File: src/rtl/enc_dec_pkg.sv
// Shared constants and types for the enc/dec APB register bank.
//   REG_*  : register offsets as decoded from PADDR[3:2]
//   MODE_* : CTRL[1:0] operation modes; MODE_ILLEGAL is stored but never launched
//   state_e: sequencer FSM states
package enc_dec_pkg;

    localparam logic [1:0] REG_CTRL           = 2'b00;
    localparam logic [1:0] REG_DATA_IN        = 2'b01;
    localparam logic [1:0] REG_CODEWORD_WIDTH = 2'b10;
    localparam logic [1:0] REG_NOISE          = 2'b11;

    localparam logic [1:0] MODE_ENC     = 2'b00;
    localparam logic [1:0] MODE_DEC     = 2'b01;
    localparam logic [1:0] MODE_FULL    = 2'b10;
    localparam logic [1:0] MODE_ILLEGAL = 2'b11;

    typedef enum logic [1:0] {
        StIdle  = 2'b00,
        StStart = 2'b01,
        StBusy  = 2'b10,
        StDone  = 2'b11
    } state_e;

endpackage

File: src/rtl/enc_dec_seq_fsm.sv
// Operation sequencer: IDLE -> START -> BUSY -> DONE -> IDLE.
// Ports:
//   clk, rst            clock, async active-low reset
//   launch              accepted legal CTRL write (only honoured in IDLE)
//   core_done           core completion strobe, sampled in BUSY only
//   core_data_out       core result, captured on BUSY->DONE
//   core_num_of_errors  core error count, captured on BUSY->DONE
//   idle                FSM in IDLE; gates register writes in the top
//   start               one-cycle launch pulse (START state)
//   busy                high in START and BUSY
//   operation_done      one-cycle completion pulse (DONE state)
//   data_out            captured result, held until the next DONE
//   num_of_errors       captured error count, held until the next DONE
module enc_dec_seq_fsm
    import enc_dec_pkg::*;
#(
    parameter int unsigned DATA_WIDTH = 32
) (
    input  logic                  clk,
    input  logic                  rst,
    input  logic                  launch,
    input  logic                  core_done,
    input  logic [DATA_WIDTH-1:0] core_data_out,
    input  logic [1:0]            core_num_of_errors,
    output logic                  idle,
    output logic                  start,
    output logic                  busy,
    output logic                  operation_done,
    output logic [DATA_WIDTH-1:0] data_out,
    output logic [1:0]            num_of_errors
);

    state_e                  state_q, state_d;
    logic [DATA_WIDTH-1:0]   data_out_q;
    logic [1:0]              num_of_errors_q;
    logic                    capture;

    // Capture happens on the same edge that moves BUSY -> DONE.
    assign capture = (state_q == StBusy) && core_done;

    always_ff @(posedge clk or negedge rst) begin
        if (!rst) begin
            state_q         <= StIdle;
            data_out_q      <= '0;
            num_of_errors_q <= '0;
        end else begin
            state_q <= state_d;
            if (capture) begin
                data_out_q      <= core_data_out;
                num_of_errors_q <= core_num_of_errors;
            end
        end
    end

    always_comb begin
        state_d        = state_q;
        idle           = 1'b0;
        start          = 1'b0;
        busy           = 1'b0;
        operation_done = 1'b0;
        unique case (state_q)
            StIdle: begin
                idle = 1'b1;
                if (launch) begin
                    state_d = StStart;
                end
            end
            StStart: begin
                start   = 1'b1;
                busy    = 1'b1;
                state_d = StBusy;
            end
            StBusy: begin
                busy = 1'b1;
                if (core_done) begin
                    state_d = StDone;
                end
            end
            StDone: begin
                operation_done = 1'b1;
                state_d        = StIdle;
            end
            default: state_d = StIdle;
        endcase
    end

    assign data_out      = data_out_q;
    assign num_of_errors = num_of_errors_q;

endmodule

File: src/rtl/enc_dec_apb_regs.sv
// APB register bank (CTRL, DATA_IN, CODEWORD_WIDTH, NOISE) and operation launcher.
// Ports:
//   clk, rst                       clock, async active-low reset
//   PSEL/PENABLE/PWRITE/PADDR/PWDATA  APB request, zero wait states, PADDR[3:2] decoded
//   PRDATA                         read data, loaded at the read setup edge
//   start, busy, operation_done    sequencer status (see enc_dec_seq_fsm)
//   ctrl_reg .. noise_reg          live register contents to the core
//   core_done/core_data_out/core_num_of_errors  core completion interface
//   data_out, num_of_errors        captured core result
module enc_dec_apb_regs
    import enc_dec_pkg::*;
#(
    parameter int unsigned AMBA_ADDR_WIDTH = 20,
    parameter int unsigned AMBA_WORD       = 32,
    parameter int unsigned DATA_WIDTH      = 32
) (
    input  logic                       clk,
    input  logic                       rst,
    input  logic                       PSEL,
    input  logic                       PENABLE,
    input  logic                       PWRITE,
    input  logic [AMBA_ADDR_WIDTH-1:0] PADDR,
    input  logic [AMBA_WORD-1:0]       PWDATA,
    output logic [AMBA_WORD-1:0]       PRDATA,
    output logic                       start,
    output logic [AMBA_WORD-1:0]       ctrl_reg,
    output logic [AMBA_WORD-1:0]       data_in_reg,
    output logic [AMBA_WORD-1:0]       codeword_width_reg,
    output logic [AMBA_WORD-1:0]       noise_reg,
    input  logic                       core_done,
    input  logic [DATA_WIDTH-1:0]      core_data_out,
    input  logic [1:0]                 core_num_of_errors,
    output logic [DATA_WIDTH-1:0]      data_out,
    output logic [1:0]                 num_of_errors,
    output logic                       operation_done,
    output logic                       busy
);

    logic [1:0]           addr_sel;
    logic                 idle;
    logic                 wr_en;
    logic                 rd_setup;
    logic                 launch;
    logic [AMBA_WORD-1:0] rd_mux;
    logic [AMBA_WORD-1:0] ctrl_q, data_in_q, codeword_width_q, noise_q, prdata_q;
    logic                 unused_paddr;

    assign addr_sel     = PADDR[3:2];
    assign unused_paddr = ^{PADDR[AMBA_ADDR_WIDTH-1:4], PADDR[1:0]};

    // Writes outside IDLE (including the DONE cycle) are dropped.
    assign wr_en    = PSEL && PENABLE && PWRITE && idle;
    assign rd_setup = PSEL && !PENABLE && !PWRITE;
    assign launch   = wr_en && (addr_sel == REG_CTRL) && (PWDATA[1:0] != MODE_ILLEGAL);

    always_comb begin
        rd_mux = '0;
        unique case (addr_sel)
            REG_CTRL:           rd_mux = ctrl_q;
            REG_DATA_IN:        rd_mux = data_in_q;
            REG_CODEWORD_WIDTH: rd_mux = codeword_width_q;
            REG_NOISE:          rd_mux = noise_q;
            default:            rd_mux = '0;
        endcase
    end

    always_ff @(posedge clk or negedge rst) begin
        if (!rst) begin
            ctrl_q           <= '0;
            data_in_q        <= '0;
            codeword_width_q <= '0;
            noise_q          <= '0;
            prdata_q         <= '0;
        end else begin
            if (wr_en) begin
                unique case (addr_sel)
                    REG_CTRL:           ctrl_q           <= PWDATA;
                    REG_DATA_IN:        data_in_q        <= PWDATA;
                    REG_CODEWORD_WIDTH: codeword_width_q <= PWDATA;
                    REG_NOISE:          noise_q          <= PWDATA;
                    default:            ;
                endcase
            end
            // Loaded at setup so PRDATA is stable for the whole access phase.
            if (rd_setup) begin
                prdata_q <= rd_mux;
            end
        end
    end

    assign PRDATA             = prdata_q;
    assign ctrl_reg           = ctrl_q;
    assign data_in_reg        = data_in_q;
    assign codeword_width_reg = codeword_width_q;
    assign noise_reg          = noise_q;

    enc_dec_seq_fsm #(
        .DATA_WIDTH(DATA_WIDTH)
    ) u_seq_fsm (
        .clk               (clk),
        .rst               (rst),
        .launch            (launch),
        .core_done         (core_done),
        .core_data_out     (core_data_out),
        .core_num_of_errors(core_num_of_errors),
        .idle              (idle),
        .start             (start),
        .busy              (busy),
        .operation_done    (operation_done),
        .data_out          (data_out),
        .num_of_errors     (num_of_errors)
    );

endmodule

File: config.mk
export PLATFORM = sky130hd
export DESIGN_NAME = enc_dec_apb_regs
export DESIGN_NICKNAME = d
export VERILOG_FILES = /design/src/rtl/enc_dec_pkg.sv /design/src/rtl/enc_dec_seq_fsm.sv /design/src/rtl/enc_dec_apb_regs.sv
export SDC_FILE = /design/constraint.sdc
export NUM_CORES = 1
export LEC_CHECK = 0
export ABC_AREA = 0
export CORE_ASPECT_RATIO = 0.7
export CORE_MARGIN = 2
export CORE_UTILIZATION = 30
export CTS_BUF_LIST = sky130_fd_sc_hd__clkbuf_8
export DETAILED_ROUTE_END_ITERATION = 8
export PLACE_DENSITY = 0.57
export SLEW_MARGIN = 40
export SYNTH_ARGS = -nofsm -noshare
export SYNTH_HDL_FRONTEND = slang
export SYNTH_SLANG_ARGS = --single-unit
File: constraint.sdc
create_clock -name clk -period 2 [get_ports clk]
set_input_delay 0.6 -clock clk [delete_from_list [all_inputs] [get_ports clk]]
set_output_delay 0.6 -clock clk [all_outputs]
set_load 0.03 [all_outputs]
==> flow_metrics.py <==
metrics = {
    "floorplan": {
        "core_um2": 27000,
        "die_w_um": 203,
        "io_pins": 289,
        "num_rows": 50,
        "fp.dieArea_um2": 29100,
        "die-height_um": 143,
        "start_util_pct": 30.8,
    },
    "setup_path": {
        "timing.critical_path.depth": 7,
        "worst_setup_path_end_kind": "register",
        "critical_path_required_ns": 2.35,
        "worstSetupPathType": "in -> reg",
        "worst_path_max_delay_cell": "sky130_fd_sc_hd__clkdlybuf4s50_1",
        "worstPathCellList": "clkdlybuf4s50_1, and4_4, nand2_1, nor2_4, buf_4, buf_12, mux2_2",
        "setup.worst_path.start_class": "input port",
        "ff2ff_path_depth": 8,
        "timing.critical_path.slowest_cell_delay_ns": 0.53,
        "critical-path-top-delay-family": "buffers and inverters",
        "cp.arrival_ns": 2.29,
        "path_buf_inv": 3,
        "crit_path_max_fanout": 9,
    },
    "pwr": {
        "share_comb_of_total_power_pct": 50.5,
        "power_density_nw_per_um2": 1600,
        "switching_power_w": 0.00840,
        "share_seq_of_total_power_pct": 36.6,
        "power.leakage_nw": 5.92,
        "irDropWorstVdd_uv": 714,
        "clock_power_share_pct": 12.9,
        "p_sw_share_pct": 43.9,
        "power_w": 0.0191,
        "cell_internal_pwr_w": 0.0107,
    },
    "global_routing": {
        "gr-usage-all-layers_pct": 16.3,
        "vias_in_the_first_global_route": 5785,
        "gr-total-overflow": 0,
        "grt_start_max_net_pins": 47,
        "antenna_found_initial": 0,
        "grt_pass1_wl_mm": 35.6,
    },
    "placed_design": {
        "placed_wire_length_estimate_after_detailed_placement_mm": 16.8,
        "port_buffers": 270,
        "gp_congestion": 0.752,
    },
    "logic_synthesis": {
        "post_synth_top_area_cell": "sky130_fd_sc_hd__dfrtp_1",
        "ys_ff_latch": 196,
        "ys.warnings.count": 0,
        "synth.cell_area_um2": 8310,
        "synth_area_per_cell_um2": 17.6,
        "synthesis.instances": 472,
        "yosys.area_share.xor_xnor_pct": 0,
        "synth_cell_types": 22,
        "seq_area_frac_synth_pct": 59.0,
        "synth_area_leaders": "sky130_fd_sc_hd__dfrtp_1 59%, sky130_fd_sc_hd__mux2_2 22%, sky130_fd_sc_hd__mux4_2 7.9%",
        "syn_nets": 569,
        "post_synth_and_or_nand_nor_area_fraction_pct": 0.918,
        "synth-compound-area-share_pct": 0.256,
        "synthAdderAreaFrac_pct": 0.753,
        "dominant_combinational_cell_family_by_area_after_synthesis": "multiplexers",
        "netlist.area_leader.share_pct": 59.0,
        "synth.mux.area_fraction_pct": 36.5,
    },
    "sta": {
        "grt_setup_unrepaired": "true",
        "timing.final.setup_violations": 0,
        "timing.final.max_slew_violations": 0,
        "max_frequency_mhz": 515,
        "min_period_over_period_pct": 97.1,
        "fin_worst_hold_slack_ns": 0.0765,
        "worst_pin_slew_ns": 0.455,
        "finalClockSkew_ns": 0.0187,
        "post-route-min-period_ns": 1.94,
        "timing.max_slew.rel_slack_pct": 69.7,
        "final-hold-violation-count": 0,
    },
    "finish": {
        "diodes": 0,
        "fillCellCount": 2458,
        "areaGrowthSynthToFinish_pct": 43.5,
        "final_net_count": 868,
        "utilization_pct": 44.2,
        "share_of_post_route_cells_with_drive_strength_above_1_pct": 38.5,
    },
    "clock_network": {
        "clkTransAtPathRegs_ns": 0.11,
        "cts_made_buffers": 17,
        "ctsLongestPathBuffers": 2,
        "ctsHtreeMaxLevel": 4,
        "cts_root_buffer": "sky130_fd_sc_hd__clkbuf_8",
        "clkLatencyLatePin_ns": 0.47,
        "tritoncts_clock_tree": "done",
        "sink_count": 196,
    },
    "route": {
        "routedWlPerCell_um": 20.5,
        "total_wirelength_mm": 23.6,
        "vias_per_cell": 4.67,
        "antenna_violating_nets_post_route": 0,
        "drt_pre_antenna_iters": 4,
        "vias": 5361,
        "drc_errors": 0,
        "drt-initial-drc-count": 144,
    },
    "hold_path": {
        "hold_class": "in -> async",
    },
    "run": {
        "maxCapViolations": 0,
    },
    "status": {
        "status": "completed",
    },
}
[power by group through the flow]
| stage | Clock, W | Sequential [W] | Combinational [W] |
|---|---|---|---|
| floorplan | 0 | 0.0104 | 0.00264 |
| global placement | 0 | 0.00701 | 0.0108 |
| detailed placement | 0 | 0.00715 | 0.0109 |
| CTS | 0.00259 | 0.00701 | 0.00969 |
| global route | 0.00274 | 0.00727 | 0.0101 |
| finish | 0.00246 | 0.00700 | 0.00966 |
[synthesized netlist by cell type]
| library cell | instances |
|---|---|
| sky130_fd_sc_hd__dfrtp_1 | 196 |
| sky130_fd_sc_hd__ha_1 | 5 |
| sky130_fd_sc_hd__mux4_1 | 3 |
| sky130_fd_sc_hd__nor3b_2 | 1 |
| sky130_fd_sc_hd__o32a_1 | 1 |
| sky130_fd_sc_hd__inv_1 | 4 |
| sky130_fd_sc_hd__mux2_4 | 29 |
| sky130_fd_sc_hd__mux2_2 | 159 |
| sky130_fd_sc_hd__clkbuf_1 | 3 |
| sky130_fd_sc_hd__nand3_2 | 1 |
| sky130_fd_sc_hd__and4_1 | 1 |
| sky130_fd_sc_hd__buf_4 | 7 |
| sky130_fd_sc_hd__mux2_1 | 7 |
| sky130_fd_sc_hd__nand2_1 | 5 |
| sky130_fd_sc_hd__buf_6 | 1 |
| sky130_fd_sc_hd__a21oi_1 | 1 |
| sky130_fd_sc_hd__a31oi_1 | 1 |
| sky130_fd_sc_hd__buf_2 | 12 |
| sky130_fd_sc_hd__buf_12 | 3 |
| sky130_fd_sc_hd__nor2_1 | 1 |
| sky130_fd_sc_hd__mux4_2 | 29 |
| sky130_fd_sc_hd__nor2_4 | 2 |
[cell usage in the layout, fill, tap and decap left out, types with 4 or more instances in the layout]
cell type / n
sky130_fd_sc_hd__mux2_1: 7
sky130_fd_sc_hd__clkdlybuf4s50_1: 70
sky130_fd_sc_hd__mux2_2: 159
sky130_fd_sc_hd__buf_4: 20
sky130_fd_sc_hd__dfrtp_1: 196
sky130_fd_sc_hd__dlygate4sd2_1: 193
sky130_fd_sc_hd__mux4_2: 29
sky130_fd_sc_hd__mux2_4: 29
sky130_fd_sc_hd__buf_12: 16
sky130_fd_sc_hd__clkinv_4: 6
sky130_fd_sc_hd__clkbuf_8: 19
sky130_fd_sc_hd__nand2_1: 4
[routing by layer]
| layer | routed length (um) | share of wire [%] | global-route usage, % | vias to the layer above |
|---|---|---|---|---|
| met5 | 0 | 0 | 0 | - |
| met4 | 196 | 0.83 | 3.38 | 0 |
| met3 | 1720 | 7.3 | 5.25 | 15 |
| met2 | 11100 | 47 | 26.0 | 171 |
| met1 | 10600 | 45 | 22.0 | 2829 |
| li1 | - | - | - | 2346 |
[through the flow]
stage	area, um2	cells	setup TNS, ns	worst slack [ns]
after global routing	11900	1148	-0.0270	-0.0167
after floorplan	8310	472	0	0.198
after global placement	11700	1111	-51.55	-0.449
after detailed placement	11700	1111	-51.72	-0.453
final	11900	1148	0	0.0574
after CTS	11900	1146	-0.352	-0.202
[layout make-up]
| class | count | area [um2] | share of cell area [%] |
|---|---|---|---|
| clock inverters | 14 | 126 | 1.06 |
| flip-flops and latches | 196 | 4900 | 41.1 |
| inverters | 4 | 15.0 | 0.126 |
| clock buffers | 18 | 248 | 2.08 |
| multi-input cells | 246 | 3230 | 27.0 |
| well taps | 364 | 455 | 3.82 |
| repair buffers | 306 | 2960 | 24.8 |
[cells by family (layout without fill, tap and decap cells)]
group / after synthesis / count (layout)
AO/OA/AOI/OAI: 3 / 3
adder cells (fa/ha/maj): 5 / 5
buffers and inverters: 30 / 342
flip-flops: 196 / 196
multiplexers: 227 / 227
AND/OR/NAND/NOR: 11 / 11
[worst paths after layout]
| path | start | end | slack [ns] |
|---|---|---|---|
| setup / recovery | PENABLE | codeword_width_reg[10]$_DFFE_PN0P_ | 0.06 |
| hold / removal | rst | PRDATA[12]$_DFFE_PN0P_ | 0.08 |
| setup reg to reg | u_seq_fsm.state_q[0]$_DFFE_PN0P_ | codeword_width_reg[10]$_DFFE_PN0P_ | 0.09 |
| hold reg to reg | u_seq_fsm.data_out[4]$_DFFE_PN0P_ | u_seq_fsm.data_out[4]$_DFFE_PN0P_ | 0.51 |
| max in group asynchronous | rst | u_seq_fsm.data_out[8]$_DFFE_PN0P_ | 1.30 |
| min in group clk | u_seq_fsm.data_out[4]$_DFFE_PN0P_ | u_seq_fsm.data_out[4]$_DFFE_PN0P_ | 0.51 |
[repair_timing]
action,4_1_cts,5_1_grt
hold buffers,0,0
gates resized for setup,201,10
buffers inserted,2,2
pin swaps,1,1
endpoints found under the setup margin,254,34
gates cloned,1,0
(Power assumes the default switching activity.)
